File: config.mk
export PLATFORM = sky130hd
export DESIGN_NAME = mcycle_hazard_ctrl_flat
export DESIGN_NICKNAME = d
export VERILOG_FILES = /design/src/rtl/mcycle_hazard_ctrl_if.sv /design/src/rtl/mcycle_hazard_ctrl.sv /design/src/flat_wrapper.sv
export SDC_FILE = /design/constraint.sdc
export NUM_CORES = 1
export LEC_CHECK = 0
export ABC_AREA = 1
export BUFFER_PORTS_ARGS = -buffer_cell sky130_fd_sc_hd__buf_2
export CAP_MARGIN = 20
export CORE_MARGIN = 3
export CORE_UTILIZATION = 47
export DETAILED_ROUTE_END_ITERATION = 8
export PLACE_DENSITY = 0.78
export RECOVER_POWER = 50
export SETUP_SLACK_MARGIN = 0.2
export SKIP_CTS_REPAIR_TIMING = 1
export SYNTH_ARGS = -nofsm -noshare
export SYNTH_HDL_FRONTEND = slang
export SYNTH_SLANG_ARGS = --single-unit
File: constraint.sdc
create_clock -name clk -period 2.1 [get_ports clk]
set_clock_uncertainty 0.1 [all_clocks]
set_input_delay 0.21 -clock clk [delete_from_list [all_inputs] [get_ports clk]]
set_output_delay 0.21 -clock clk [all_outputs]
set_load 0.02 [all_outputs]
File: src/rtl/mcycle_hazard_ctrl_if.sv
// Pipeline-side signal bundle for the stall/flush sequencer: hazard inputs from
// Decode/Execute, multi-cycle unit handshake, and the stall/flush controls it drives.
interface mcycle_hazard_ctrl_if #(
   parameter int unsigned CNT_W = 8
);
   logic             M_StartE;
   logic             mc_done;
   logic             MemtoRegE;
   logic             RegWE;
   logic [3:0]       WA3E;
   logic [3:0]       RA1D;
   logic [3:0]       RA2D;
   logic             PCSrcE;
   logic             mc_start;
   logic             StallF;
   logic             StallD;
   logic             StallE;
   logic             FlushD;
   logic             FlushE;
   logic             mc_busy;
   logic             mc_timeout;
   logic [CNT_W-1:0] busy_cnt;

   modport master (
      output M_StartE, mc_done, MemtoRegE, RegWE, WA3E, RA1D, RA2D, PCSrcE,
      input  mc_start, StallF, StallD, StallE, FlushD, FlushE, mc_busy, mc_timeout, busy_cnt
   );

   modport slave (
      input  M_StartE, mc_done, MemtoRegE, RegWE, WA3E, RA1D, RA2D, PCSrcE,
      output mc_start, StallF, StallD, StallE, FlushD, FlushE, mc_busy, mc_timeout, busy_cnt
   );
endinterface

File: src/rtl/mcycle_hazard_ctrl.sv
// Stall/flush sequencer for the 5-stage pipeline: issues and tracks MUL/DIV ops held in
// Execute (IDLE/WAIT/COMMIT with watchdog) and resolves load-use and taken-branch hazards.
module mcycle_hazard_ctrl #(
   parameter int unsigned CNT_W          = 8,
   parameter int unsigned TIMEOUT_CYCLES = 200
) (
   input logic                 clk,
   input logic                 rst_n,
   mcycle_hazard_ctrl_if.slave bus
);
   typedef enum logic [1:0] {IDLE, WAIT, COMMIT} state_e;

   localparam logic [CNT_W-1:0] CNT_MAX = '1;
   localparam logic [31:0]      TO_LAST = 32'(TIMEOUT_CYCLES) - 32'd1;

   state_e           state_q;
   logic [CNT_W-1:0] busy_cnt_q;
   logic             mc_timeout_q;

   logic lwstall;
   logic wd_hit;
   logic mc_start, stall_f, stall_d, stall_e, flush_d, flush_e, mc_busy;

   assign lwstall = bus.MemtoRegE & bus.RegWE &
                    ((bus.WA3E == bus.RA1D) | (bus.WA3E == bus.RA2D));

   // The last WAIT cycle (done or watchdog) does not count, so busy_cnt = N-1 at COMMIT.
   assign wd_hit = (TIMEOUT_CYCLES != 0) && (32'(busy_cnt_q) >= TO_LAST);

   // NOTE: sequential state uses non-blocking assignments only; combinational logic below uses blocking.
   always_ff @(posedge clk or negedge rst_n) begin
      if (!rst_n) begin
         state_q      <= IDLE;
         busy_cnt_q   <= '0;
         mc_timeout_q <= 1'b0;
      end else begin
         case (state_q)
            IDLE: begin
               if (bus.M_StartE) begin
                  state_q    <= WAIT;
                  busy_cnt_q <= '0;
               end
            end
            WAIT: begin
               if (bus.mc_done) begin
                  state_q <= COMMIT;
               end else if (wd_hit) begin
                  state_q      <= COMMIT;
                  mc_timeout_q <= 1'b1;
               end else if (busy_cnt_q != CNT_MAX) begin
                  busy_cnt_q <= busy_cnt_q + 1'b1;
               end
            end
            COMMIT:  state_q <= IDLE;
            default: state_q <= IDLE;
         endcase
      end
   end

   // NOTE: every output gets a default first so no path can infer a latch.
   always_comb begin
      mc_start = 1'b0;
      stall_f  = 1'b0;
      stall_d  = 1'b0;
      stall_e  = 1'b0;
      flush_d  = 1'b0;
      flush_e  = 1'b0;
      mc_busy  = 1'b0;
      // Reset holds state in IDLE, so the live hazard path must be gated explicitly.
      if (rst_n) begin
         case (state_q)
            IDLE: begin
               if (bus.M_StartE) begin
                  mc_start = 1'b1;
                  stall_f  = 1'b1;
                  stall_d  = 1'b1;
                  stall_e  = 1'b1;
                  mc_busy  = 1'b1;
               end else begin
                  stall_f = lwstall;
                  stall_d = lwstall;
                  flush_e = lwstall | bus.PCSrcE;
                  flush_d = bus.PCSrcE;
               end
            end
            WAIT: begin
               stall_f = 1'b1;
               stall_d = 1'b1;
               stall_e = 1'b1;
               mc_busy = 1'b1;
            end
            COMMIT: begin
               flush_d = bus.PCSrcE;
               flush_e = bus.PCSrcE;
            end
            default: ;
         endcase
      end
   end

   assign bus.mc_start   = mc_start;
   assign bus.StallF     = stall_f;
   assign bus.StallD     = stall_d;
   assign bus.StallE     = stall_e;
   assign bus.FlushD     = flush_d;
   assign bus.FlushE     = flush_e;
   assign bus.mc_busy    = mc_busy;
   assign bus.mc_timeout = mc_timeout_q;
   assign bus.busy_cnt   = busy_cnt_q;
endmodule

File: src/flat_wrapper.sv
// flat-port wrapper written by rule: the top's interface ports become plain ports
module mcycle_hazard_ctrl_flat 
#(
   parameter int unsigned CNT_W          = 8,
   parameter int unsigned TIMEOUT_CYCLES = 200
)
  (clk, rst_n, bus_M_StartE, bus_mc_done, bus_MemtoRegE, bus_RegWE, bus_WA3E, bus_RA1D, bus_RA2D, bus_PCSrcE, bus_mc_start, bus_StallF, bus_StallD, bus_StallE, bus_FlushD, bus_FlushE, bus_mc_busy, bus_mc_timeout, bus_busy_cnt);
  mcycle_hazard_ctrl_if #(.CNT_W(CNT_W)) bus_i ();
  input logic clk;
  input logic rst_n;
  input wire logic [$bits(bus_i.M_StartE)-1:0] bus_M_StartE;
  input wire logic [$bits(bus_i.mc_done)-1:0] bus_mc_done;
  input wire logic [$bits(bus_i.MemtoRegE)-1:0] bus_MemtoRegE;
  input wire logic [$bits(bus_i.RegWE)-1:0] bus_RegWE;
  input wire logic [$bits(bus_i.WA3E)-1:0] bus_WA3E;
  input wire logic [$bits(bus_i.RA1D)-1:0] bus_RA1D;
  input wire logic [$bits(bus_i.RA2D)-1:0] bus_RA2D;
  input wire logic [$bits(bus_i.PCSrcE)-1:0] bus_PCSrcE;
  output wire logic [$bits(bus_i.mc_start)-1:0] bus_mc_start;
  output wire logic [$bits(bus_i.StallF)-1:0] bus_StallF;
  output wire logic [$bits(bus_i.StallD)-1:0] bus_StallD;
  output wire logic [$bits(bus_i.StallE)-1:0] bus_StallE;
  output wire logic [$bits(bus_i.FlushD)-1:0] bus_FlushD;
  output wire logic [$bits(bus_i.FlushE)-1:0] bus_FlushE;
  output wire logic [$bits(bus_i.mc_busy)-1:0] bus_mc_busy;
  output wire logic [$bits(bus_i.mc_timeout)-1:0] bus_mc_timeout;
  output wire logic [$bits(bus_i.busy_cnt)-1:0] bus_busy_cnt;
  assign bus_i.M_StartE = bus_M_StartE;
  assign bus_i.mc_done = bus_mc_done;
  assign bus_i.MemtoRegE = bus_MemtoRegE;
  assign bus_i.RegWE = bus_RegWE;
  assign bus_i.WA3E = bus_WA3E;
  assign bus_i.RA1D = bus_RA1D;
  assign bus_i.RA2D = bus_RA2D;
  assign bus_i.PCSrcE = bus_PCSrcE;
  assign bus_mc_start = bus_i.mc_start;
  assign bus_StallF = bus_i.StallF;
  assign bus_StallD = bus_i.StallD;
  assign bus_StallE = bus_i.StallE;
  assign bus_FlushD = bus_i.FlushD;
  assign bus_FlushE = bus_i.FlushE;
  assign bus_mc_busy = bus_i.mc_busy;
  assign bus_mc_timeout = bus_i.mc_timeout;
  assign bus_busy_cnt = bus_i.busy_cnt;
  mcycle_hazard_ctrl #(.CNT_W(CNT_W), .TIMEOUT_CYCLES(TIMEOUT_CYCLES)) u_core (.clk(clk), .rst_n(rst_n), .bus(bus_i));
endmodule
**After elaboration in Yosys (flattened, before gate mapping)**

Cells that the tools add are included.

- Logic and storage cells: 48
- Bits of input ports: 19
- Output and inout port bits: 16
- Register bits: 11

- Reductions and logical operators: 5
- Mux-type cells: 23
- Add/subtract/negate cells: 1
- Order comparisons: 1
- Bitwise gates (word level): 5
- Eq/ne operators: 10

Operators with widths:

| operator | count |
|---|---|
| 2-to-1 mux 8 bit | 4 |
| case mux 8 bit (2 select lines) | 1 |
| 2-to-1 mux 1 bit | 10 |
| adder 8 x 1 -> 8 bit (second input constant) | 1 |
| == test 4 bit | 2 |
| greater-or-equal comparator 8 bit (second input constant) | 1 |
| != test 8 bit (second input constant) | 1 |
| case mux 1 bit (2 select lines) | 4 |
| 2-to-1 mux 2 bit | 3 |
| != test 2 bit (second input constant) | 3 |
| AND reduction 5 bit | 1 |
| case mux 2 bit (2 select lines) | 1 |
| != test 3 x 2 -> 1 bit (second input constant) | 1 |
| AND reduction 3 bit | 1 |
| bitwise AND 1 bit | 2 |
| == test 2 x 1 -> 1 bit (second input constant) | 1 |
| == test 2 bit (second input constant) | 1 |
| zero test 2 bit | 1 |
| != test 2 x 1 -> 1 bit (second input constant) | 1 |
| bitwise OR 1 bit | 2 |
| AND reduction 2 bit | 1 |
| nonzero test 2 bit | 1 |
| inverter 1 bit | 1 |

**Longest topological paths before layout**

Gate-level depths: netlist (run 1).

- Depth after elaboration: 7
- Depth in mapped cells: 9
- Depth with buffers taken out: 8

**Worst setup path before layout (run 1)**

Ideal clock, no wire load.

- Kind: flip-flop to output port
- From: reg u_core.state_q[0]
- To: out bus_StallF
- Path buffers: 1
- Setup slack: 0.285 ns
- Arrival time: 1.505 ns
- Cell stages (with the launch flop): 6
- Data required time: 1.790 ns
- Cell sequence: dfrtp_1 > nor2_1 > nor3_1 > inv_1 > nand2_1 > buf_4

- Cells in the longest elaborated chain, start to end: 3
- Elaborated cells between the ends (all ways): 4
- Classes of those cells: eq/ne (1); mux (2); reduce/logical (1)

RTL lines:

| element | RTL line | RTL |
|---|---|---|
| from (decl) | mcycle_hazard_ctrl.sv:16 | `state_e state_q;` |
| from (signal assigned) | mcycle_hazard_ctrl.sv:33 | `state_q <= IDLE;` |
| from (signal assigned) | mcycle_hazard_ctrl.sv:40 | `state_q <= WAIT;` |
| from (signal assigned) | mcycle_hazard_ctrl.sv:46 | `state_q <= COMMIT;` |
| == test 2 x 1 -> 1 bit or zero test 2 bit (tied branches) | -- |  |
| case mux 1 bit (2 select lines) * | -- |  |
| 2-to-1 mux 1 bit * | -- |  |
| to (decl) | flat_wrapper.sv:20 | `output wire logic [$bits(bus_i.StallF)-1:0] bus_StallF;` |

Every way passes the cells marked *; elsewhere a longest branch is shown, timed or not.

**Final worst setup path (run 1)**

- From: reg u_core.state_q[0]
- To: out bus_StallF

- Cells in the longest elaborated chain, start to end: 3
- Elaborated cells between the ends (all ways): 4
- Classes of those cells: eq/ne (1); mux (2); reduce/logical (1)

RTL lines:

| element | RTL line | RTL |
|---|---|---|
| == test 2 x 1 -> 1 bit or zero test 2 bit (tied branches) | mcycle_hazard_ctrl.sv:71 | `case (state_q)` |
| case mux 1 bit (2 select lines) * | mcycle_hazard_ctrl.sv:71 |  |
| 2-to-1 mux 1 bit * | mcycle_hazard_ctrl.sv:70 | `if (rst_n) begin` |

Marks and branches as above.

==> summary.txt, run 1 <==
Global route
  – Pin count of the biggest net entering global routing: 15
  – Number of global-route vias before repair: 947
  – Total congestion overflow after global routing: 0
  – First-pass GRT wire length: approximately 3700 um
  – M3 GR Usage: 3.86%
  – Global-route usage over all layers: 18.5%
  – Top Usage Layer GRT: met2
  – GR Util met2: roughly 33%
  – Met1 layer usage reported by global route: between 20 and 25%
  – Antenna violations before repair: 0

Timing
  – Maximum achievable frequency: 607 MHz
  – RSZ-0062 raised after global routing: no
  – Tightest slew margin relative to the limit: between 60% and 70%
  – Final count of hold timing violations: 0
  – # setup viols final: 0
  – Worst-Margin Slew: ~0.52 ns
  – Count of pins over their slew limit: 0
  – Final worst path period need: roughly 1.6 ns
  – Fraction of the cycle the final worst path needs: between 70% and 80%
  – Setup_tns: 0 ns

Setup path
  – Critical path capture point type: output pin
  – Critical Path AT: 1.34 ns
  – R2r setup slk: roughly 0.55 ns
  – R2R Path End: u_core.bus.busy_cnt[3]
  – Critical Setup Path Class: reg -> out
  – Source of the worst register-to-register timing path: u_core.bus.busy_cnt[0]
  – Number of cells on the worst reg-to-reg path: 8
  – Critical Path Start Type: flip-flop
  – CP max FO: 4
  – Required time of the critical path: 1.79 ns

Synth
  – Mean instance size in the synthesized netlist: 6.28 um2
  – Post-synthesis instance area: 923 um2
  – Cells after synthesis: 147
  – Mapped Nets: between 150 and 200
  – Cell taking the most area after synthesis: dfrtp_1
  – Top-area cell type share of the netlist area: 29.8%
  – Largest cells by area after synthesis: dfrtp_1, nand2_1, inv_1
  – Flops & latches, synth: 11
  – Synth warn: 0
  – Number of different library cells in the post-synthesis netlist: 22
  – Sequential element share of the synthesized area: 29.8%

Power
  – Power Internal: roughly 440 uW
  – Share of power burned in the clock network: about 18%
  – Switching part of the total power: a little under half
  – Maximum VDD drop: 0.445 mV
  – Logic pwr share: 46.9%
  – Static Leakage: between 0.6 and 0.7 nW
  – Sequential Power Share: 35.3%
  – Switching power summed over all nets: about 390 uW
  – Pwr per Cell Area: around 750 nW/um2

Cells and area
  – Total area of multi-input combinational cells: between 400 and 500 um2
  – Diodes inserted: 0
  – Proportion of layout cells with a drive suffix above 1: approximately a quarter
  – Area occupied by registers: around 280 um2
  – Post-layout nets: between 200 and 250
  – P&R area growth vs syn: 20.7%
  – Finished layout cell area: around 1100 um2
  – Number of inserted filler cells in the final layout: 170

Detailed routing
  – Number of DRC markers in iteration 0: 14
  – Post-route ant nets: 0
  – Total iterations of the first detailed-routing run: 4
  – Routed WL: slightly above 2000 um
  – Routed length per placed instance: around 10 um
  – Final routed DRC violation total: 0
  – Total via count after detailed routing: slightly below 1,000
  – Average via count per standard cell: roughly 4.7

Placement
  – Post-detailed-placement half-perimeter wirelength: approximately 1700 um
  – Port Buffer Count: 34
  – Routability cong.: roughly 0.83
  – Area after detailed placement: between 1000 and 1500 um2

Job
  – Total of max-cap violations: 0

Floorplan
  – Die X: between 50 and 60 um
  – Top-level port count: 35
  – Full die area: ~2500 um2
  – Number of placement rows: 15
  – Core area: ~1800 um2
  – Effective utilization at floorplan: between 50% and 60%
  – Vert. Die Dim: about 50 um

CTS
  – Number of sinks handled by clock tree synthesis: 11
  – Maximum clock insertion buffer count: 2
  – Clock-pin slew reported for the worst setup and hold paths after clock tree synthesis: roughly 0.07 ns
  – Number of clock buffers inserted by TritonCTS: 3
  – TritonCTS clock tree: yes
  – Clk Latency, worst-skew pair: between 0.2 and 0.3 ns
  – Clock root buffer: clkbuf_4
  – Number of H-tree branching levels: 1

Min path
  – Min-Delay Startpoint: bus_mc_done
  – Depth of the worst hold-timing path: 4
  – Worst hold endpoint: u_core.bus.busy_cnt[0]
  – Worst min path class: in -> reg

Status
  – Run status: finished, final reports clean
power by group through the flow:
stage          clock [mW]  sequential [mW]  combinational (mW)
2_1_floorplan           0            0.315               0.322
3_3_place_gp            0            0.297               0.389
3_5_place_dp            0            0.299               0.396
4_1_cts             0.153            0.294               0.398
5_1_grt             0.157            0.302               0.442
6_report            0.149            0.295               0.392
per-stage QoR:
step / utilization (%) / std cells / setup slack, ns / hold WS, ns / total power [mW]
final: 62.5 / 208 / 0.452 / 0.189 / 0.835
after floorplan: - / 147 / 0.285 / -0.186 / 0.636
after global placement: 61.1 / 203 / 0.614 / -0.00423 / 0.686
after global routing: 62.5 / 208 / 0.362 / 0.225 / 0.901
after detailed placement: 61.1 / 203 / 0.547 / 0.00128 / 0.695
after CTS: 62.6 / 207 / 0.459 / -0.296 / 0.845
layer usage:
metal | up-vias | part of all wire, %
li1 | 513 | -
met1 | 428 | 43
met2 | 32 | 47
met3 | 5 | 8.2
met4 | 0 | 1.9
met5 | - | 0
final cells by class:
cell class | instances | area share [%]
inverter | 29 | 10.2
timing repair buffer | 35 | 15.2
clock buffer | 4 | 2.36
sequential | 11 | 24.7
tap | 25 | 2.81
multi-input combinational | 104 | 44.8
worst max path at each step:
| stage | slack [ns] | end | from | depth (start not counted) |
|---|---|---|---|---|
| final | 0.45 | bus_StallF | u_core.state_q[0] | 5 |
| after detailed placement | 0.55 | u_core.bus.busy_cnt[3] | u_core.bus.busy_cnt[0] | 8 |
| after global placement | 0.61 | u_core.bus.busy_cnt[3] | u_core.bus.busy_cnt[0] | 8 |
| after global routing | 0.36 | bus_StallD | u_core.state_q[0] | 5 |
| after CTS | 0.46 | bus_StallF | u_core.state_q[0] | 5 |
| after floorplan | 0.29 | bus_StallF | u_core.state_q[0] | 5 |
critical path: stages (launching register included):
cell	delay, ns
dfrtp_1	0.43
nor2_1	0.09
nor3_1	0.25
inv_1	0.07
nand2_1	0.08
buf_2	0.16
kinds of logic (layout without fill, tap and decap cells):
group / after synthesis / count (layout) / synth area share [%]
AND/OR/NAND/NOR: 92 / 92 / 43.9
flip-flops: 11 / 11 / 29.8
AO/OA/AOI/OAI: 10 / 10 / 7.86
XOR/XNOR: 1 / 1 / 0.949
buffers and inverters: 32 / 68 / 16.1
adder cells (fa/ha/maj): 1 / 1 / 1.35
sequential cells by signal, indices dropped and copies added (netlist names):
register and flops:
u_core.state_q 2, u_core.bus.mc_timeout 1, u_core.bus.busy_cnt 8
Yosys cell counts (all sizes together):
| master | number |
|---|---|
| o21ai | 8 |
| ha | 1 |
| nor2 | 17 |
| a31o | 1 |
| buf | 3 |
| inv | 28 |
| xor2 | 1 |
| nor3 | 2 |
| nand3 | 9 |
| dfrtp | 11 |
| nand3b | 1 |
| clkinv | 1 |
| a21oi | 1 |
| nand4 | 1 |
| nand2 | 62 |
placed cells by master (no fill, tap or decap), drive strengths merged:
master | synthesis | layout
a21oi | 1 | 1
a31o | 1 | 1
buf | 3 | 25
clkbuf | 0 | 13
clkinv | 1 | 1
dfrtp | 11 | 11
dlygate4sd3 | 0 | 1
ha | 1 | 1
inv | 28 | 28
nand2 | 62 | 62
nand3 | 9 | 9
nand3b | 1 | 1
nand4 | 1 | 1
nor2 | 17 | 17
nor3 | 2 | 2
o21ai | 8 | 8
xor2 | 1 | 1
No activity file was read; power rests on OpenSTA's default activity.
==> run 2, diff against run 1 <==
--- a/config.mk
+++ b/config.mk
@@ -9,9 +9,9 @@
 export BUFFER_PORTS_ARGS = -buffer_cell sky130_fd_sc_hd__buf_2
 export CAP_MARGIN = 20
 export CORE_MARGIN = 3
-export CORE_UTILIZATION = 47
+export CORE_UTILIZATION = 43
 export DETAILED_ROUTE_END_ITERATION = 8
-export PLACE_DENSITY = 0.78
+export PLACE_DENSITY = 0.75
 export RECOVER_POWER = 50
 export SETUP_SLACK_MARGIN = 0.2
 export SKIP_CTS_REPAIR_TIMING = 1
==> constraint.sdc (replaced) <==
create_clock -name clk -period 1.37 [get_ports clk]
set_clock_uncertainty 0.1 [all_clocks]
set_input_delay 0.137 -clock clk [delete_from_list [all_inputs] [get_ports clk]]
set_output_delay 0.137 -clock clk [all_outputs]
set_load 0.02 [all_outputs]
==> summary.txt, run 2 (same netlist as run 1, synthesis figures left out) <==
Status
  – Run status: finished with violations
  – Violated checks: negative setup slack

Min path
  – Worst min path class: in -> reg

Setup path
  – Master of the slowest instance on the critical path: dfrtp_2
  – Critical path capture point type: output pin
  – Required time of the critical path: 1.13 ns (-0.66 ns)
  – Sequence of cells on the critical path: nor2_4, nor3_4, inv_1, nand2_2, buf_6
  – CP max FO: 4 (unchanged)
  – Critical Setup Path Class: reg -> out
  – Critical Path Start Type: flip-flop
  – Critical Path AT: 1.20 ns (-0.14 ns)
  – Largest incremental delay on the critical path: 0.42 ns (about the same)

CTS
  – Maximum clock insertion buffer count: 2 (unchanged)
  – Number of sinks handled by clock tree synthesis: 11 (unchanged)
  – TritonCTS clock tree: yes
  – Clock root buffer: clkbuf_4
  – Number of H-tree branching levels: 1 (unchanged)
  – Number of clock buffers inserted by TritonCTS: 3 (unchanged)
  – Clk Latency, worst-skew pair: 0.27 ns (about the same)
  – Clock-pin slew reported for the worst setup and hold paths after clock tree synthesis: 0.07 ns (about the same)

Global route
  – Antenna violations before repair: 0 (unchanged)
  – Pin count of the biggest net entering global routing: 15 (unchanged)
  – First-pass GRT wire length: 3620 um (-1.9%)
  – Global-route usage over all layers: 17.5% (-1.1 points)
  – Number of global-route vias before repair: 936 (-1.2%)
  – Total congestion overflow after global routing: 0 (unchanged)

Detailed routing
  – Number of DRC markers in iteration 0: 17 (+3)
  – Total via count after detailed routing: 1,066 (+9.0%)
  – Routed WL: 2420 um (+16%)
  – Total iterations of the first detailed-routing run: 4 (unchanged)
  – Average via count per standard cell: 4.74 (+0.76%)
  – Post-route ant nets: 0 (unchanged)
  – Final routed DRC violation total: 0 (unchanged)
  – Routed length per placed instance: 10.7 um (+7.6%)

Timing
  – Setup ws final: -0.0699 ns (-0.522 ns)
  – # setup viols final: 11 (+11)
  – RSZ-0062 raised after global routing: yes
  – Tightest slew margin relative to the limit: 60.4% (-5.1 points)
  – Worst hold margin: 0.102 ns (-0.0871 ns)
  – Final count of hold timing violations: 0 (unchanged)
  – Final worst path period need: 1.44 ns
  – Worst-Margin Slew: 0.594 ns (+0.0777 ns)
  – Setup_tns: -0.337 ns (-0.337 ns)
  – Maximum achievable frequency: 694 MHz
  – Count of pins over their slew limit: 0 (unchanged)
  – Fraction of the cycle the final worst path needs: 105%

Power
  – Static Leakage: 0.829 nW (+22%)
  – Maximum VDD drop: 1.10 mV (+150%)
  – Pwr per Cell Area: 1130 nW/um2 (+51%)

Cells and area
  – Commonest non-fill, non-tap cells in the layout: nand2_1, inv_1, buf_2
  – Post-layout nets: 219 (+7.4%)
  – P&R area growth vs syn: 56.2%
  – Largest register FFs: 8 (unchanged)
  – Most common library cell in the layout ignoring fill and taps: nand2_1
  – Diodes inserted: 0 (unchanged)
  – Layout Cells excl Fill: 225 (+8.2%)
  – Fraction of the core area covered by cells at the end of the flow: 72.1% (+9.5 points)
  – Proportion of layout cells with a drive suffix above 1: 43.4% (+18 points)

Placement
  – Place WS: 0.00933 ns (-0.537 ns)
  – Post-detailed-placement half-perimeter wirelength: 1710 um (+1.5%)
  – Port Buffer Count: 34 (unchanged)
  – Routability cong.: 0.855 (+3.2%)
  – Placed cell count: 213 (+4.9%)

Job
  – Total of max-cap violations: 0 (unchanged)

Floorplan
  – Effective utilization at floorplan: 46.1% (-5.7 points)
  – Full die area: 2740 um2 (+8.2%)
  – Vert. Die Dim: 52.3 um (+4.0%)
  – Number of placement rows: 16 (+1)
  – Top-level port count: 35 (unchanged)
  – Core area: 2000 um2 (+12%)
  – Die X: 52.3 um (+4.0%)
## run 2: changes by cell type in the layout (fill, tap and decap cells not counted), sizes merged
cell | before | now
buf | 25 | 48
clkbuf | 13 | 5
## run 2: routing by layer
layer | up-vias | wire [um] | track usage, %
met2 | 31 | 1250 | 31.8
met4 | 0 | 51 | 7.66
met5 | - | 0 | 0
met1 | 490 | 988 | 19.8
li1 | 539 | - | -
met3 | 6 | 129 | 2.56
## run 2: worst paths after layout
path | slack [ns] | to | cells past startpoint | start
max reg2reg | -0.03 | u_core.bus.busy_cnt[3] | 7 | u_core.state_q[1]
min reg2reg | 0.39 | u_core.bus.mc_timeout | 1 | u_core.bus.mc_timeout
min | 0.10 | u_core.bus.busy_cnt[0] | 4 | bus_mc_done
max in group asynchronous | 0.37 | u_core.bus.busy_cnt[1] | 3 | rst_n
max | -0.07 | bus_StallD | 5 | u_core.state_q[0]
min in group asynchronous | 0.37 | u_core.bus.busy_cnt[6] | 3 | rst_n
## run 2: worst max-delay path, delay by kind of cell, from the launching register on
kind,cells,cell delay (ns)
buffers and inverters,2,0.19
DFF,1,0.42
and+or+nand+nor,3,0.33
## run 2: power by group
part	switching, mW	leakage [nW]	total [mW]	internal, mW
clock	0.117	0.0150	0.229	0.113
combinational	0.533	0.671	0.931	0.398
sequential	0.0885	0.143	0.477	0.388
total	0.738	0.829	1.64	0.899
## run 2: area by class of cell
type / instances / area, um2
Clock buffer: 4 / 26.3
Fill cell: 158 / 559
Inverter: 29 / 114
Multi-Input combinational cell: 104 / 608
Sequential cell: 11 / 282
Tap cell: 27 / 33.8
Timing Repair Buffer: 50 / 379
## run 2: per-stage QoR
stage | instance area [um2] | total power [mW]
finish | 1440 | 1.64
global route | 1440 | 1.75
CTS | 1210 | 1.41
detailed placement | 1190 | 1.18
global placement | 1190 | 1.16
floorplan | 961 | 1.03
==> run 3, diff against run 2 <==
--- a/config.mk
+++ b/config.mk
@@ -9,9 +9,10 @@
 export BUFFER_PORTS_ARGS = -buffer_cell sky130_fd_sc_hd__buf_2
 export CAP_MARGIN = 20
 export CORE_MARGIN = 3
-export CORE_UTILIZATION = 43
+export CORE_UTILIZATION = 45
+export CTS_BUF_LIST = sky130_fd_sc_hd__clkbuf_8
 export DETAILED_ROUTE_END_ITERATION = 8
-export PLACE_DENSITY = 0.75
+export PLACE_DENSITY = 0.78
 export RECOVER_POWER = 50
 export SETUP_SLACK_MARGIN = 0.2
 export SKIP_CTS_REPAIR_TIMING = 1
==> summary.txt, run 3 (same netlist as run 1, synthesis figures left out) <==
Status
  – Run status: finished with violations
  – Violated checks: negative setup slack

Power
  – Post-layout power: 1.84 mW (+12%)
  – Pwr per Cell Area: 1270 nW/um2 (+12%)
  – Static Leakage: 0.838 nW (+1.1%)
  – Maximum VDD drop: 0.858 mV (-22%)

Floorplan
  – Core area: 1840 um2 (-8.1%)
  – Number of placement rows: 15 (-1)
  – Effective utilization at floorplan: 50.2% (+4.1 points)
  – Full die area: 2630 um2 (-3.9%)
  – Vert. Die Dim: 51.3 um (-2.0%)
  – Top-level port count: 35 (unchanged)
  – Die X: 51.3 um (-2.0%)

Detailed routing
  – Post-route ant nets: 0 (unchanged)
  – Routed WL: 2930 um (+21%)
  – Number of DRC markers in iteration 0: 28 (+11)
  – Average via count per standard cell: 5.05 (+6.6%)
  – Final routed DRC violation total: 0 (unchanged)
  – Total iterations of the first detailed-routing run: 4 (unchanged)
  – Routed length per placed instance: 13.2 um (+23%)
  – Total via count after detailed routing: 1,121 (+5.2%)

Setup path
  – Sequence of cells on the critical path: nor2_1, nand2_1, nor2_1, buf_4
  – Critical Path AT: 1.20 ns (about the same)
  – Largest incremental delay on the critical path: 0.44 ns (+0.02 ns)
  – Required time of the critical path: 1.13 ns (about the same)
  – Master of the slowest instance on the critical path: dfrtp_2
  – CP max FO: 4 (unchanged)
  – Critical path capture point type: output pin
  – Crit-path most repeated cell: nor2_1
  – Critical Setup Path Class: reg -> out
  – Total buffers and inverters traversed by the critical path: 1 (-1)
  – Family of cells with the greatest summed delay on the critical path: flip-flops
  – Critical Path Start Type: flip-flop

Timing
  – RSZ-0062 raised after global routing: yes
  – Tightest slew margin relative to the limit: 55.3% (-5.1 points)
  – Maximum achievable frequency: 694 MHz (-0.11%)
  – Final count of hold timing violations: 0 (unchanged)
  – # setup viols final: 9 (-2)
  – Setup ws final: -0.0715 ns (-0.00154 ns)
  – Worst-Margin Slew: 0.670 ns (+0.0764 ns)
  – Count of pins over their slew limit: 0 (unchanged)
  – Fraction of the cycle the final worst path needs: 105% (+0.11 points)
  – Worst hold margin: 0.225 ns (+0.123 ns)
  – Final worst path period need: 1.44 ns (+0.00154 ns)

CTS
  – TritonCTS clock tree: yes
  – Clk Latency, worst-skew pair: 0.23 ns (-0.04 ns)
  – Number of clock buffers inserted by TritonCTS: 3 (unchanged)
  – Clock root buffer: clkbuf_8
  – Maximum clock insertion buffer count: 2 (unchanged)
  – Number of sinks handled by clock tree synthesis: 11 (unchanged)
  – Clock-pin slew reported for the worst setup and hold paths after clock tree synthesis: 0.05 ns (-0.02 ns)
  – Number of H-tree branching levels: 1 (unchanged)

Global route
  – Global-route usage over all layers: 18.7% (+1.3 points)
  – Number of global-route vias before repair: 956 (+2.1%)
  – First-pass GRT wire length: 3800 um (+4.9%)
  – Pin count of the biggest net entering global routing: 15 (unchanged)
  – Antenna violations before repair: 0 (unchanged)
  – Total congestion overflow after global routing: 0 (unchanged)

Cells and area
  – Fraction of the core area covered by cells at the end of the flow: 78.9% (+6.8 points)
  – Largest register FFs: 8 (unchanged)
  – Area occupied by registers: 282 um2 (unchanged)
  – Most common library cell in the layout ignoring fill and taps: nand2_1
  – P&R area growth vs syn: 57.2%
  – Total area of multi-input combinational cells: 624 um2 (+2.7%)
  – Diodes inserted: 0 (unchanged)
  – Proportion of layout cells with a drive suffix above 1: 45.7% (+2.3 points)
  – Commonest non-fill, non-tap cells in the layout: nand2_1, inv_1, buf_2
  – Number of inserted filler cells in the final layout: 129 (-18%)
  – Post-layout nets: 218 (-0.46%)

Placement
  – Port Buffer Count: 34 (unchanged)
  – Place WS: 0.00572 ns (-0.00361 ns)
  – Post-detailed-placement half-perimeter wirelength: 1830 um (+6.9%)
  – Routability cong.: 0.836 (-2.1%)

Job
  – Total of max-cap violations: 0 (unchanged)

Min path
  – Worst min path class: in -> reg
==> run 3: cell count changes in the layout (fill, tap and decap cells not counted), moves of 2 or more <==
cell      previous run  this run
buf_6               16        13
clkbuf_4             3         0
clkbuf_8             0         3
nand2_4              3         5
nor2_2               1         4
nor2_4               2         0
==> run 3: report_power, final <==
part	switching (mW)	internal (mW)	total, mW	leakage (nW)
combinational	0.618	0.434	1.05	0.668
sequential	0.0863	0.389	0.476	0.143
clock	0.118	0.196	0.314	0.0269
total	0.822	1.02	1.84	0.838
==> run 3: area by class of cell <==
type	instances	area share, %
clock buffers	3	2.84
multi-input cells	105	43.0
repair buffers	48	24.3
inverters	29	8.02
well taps	25	2.16
clock inverters	1	0.259
flip-flops and latches	11	19.4
==> run 3: worst paths after layout <==
path / startpoint / end / slack (ns) / cells after the start
hold / removal: bus_mc_done / u_core.bus.busy_cnt[0] / 0.22 / 4
setup / recovery: u_core.state_q[0] / bus_mc_start / -0.07 / 4
max in group asynchronous: rst_n / u_core.bus.busy_cnt[2] / 0.19 / 3
hold reg to reg: u_core.bus.mc_timeout / u_core.bus.mc_timeout / 0.38 / 1
setup reg to reg: u_core.state_q[1] / u_core.bus.busy_cnt[3] / -0.03 / 6
min in group asynchronous: rst_n / u_core.bus.busy_cnt[4] / 0.50 / 3
==> run 3: metal layers <==
metal  wire [um]  global-route usage, %  part of all wire [%]
met5           0                      0                     0
met4          20                   5.68                  0.68
met3         168                   2.62                   5.7
met2        1540                   33.9                    53
met1        1200                   22.7                    41
==> run 3: through the flow <==
stage / setup TNS [ns] / cells / cell area [um2]
finish: -0.306 / 222 / 1450
detailed placement: 0 / 211 / 1180
global route: -1.22 / 222 / 1450
global placement: 0 / 211 / 1180
floorplan: -0.603 / 147 / 961
CTS: -0.483 / 215 / 1230
==> run 3: worst min-delay path, cell delays in order <==
cell and delay [ns]:
buf_2 0.12, nor2_1 0.09, nand2_2 0.11, o21ai_2 0.06
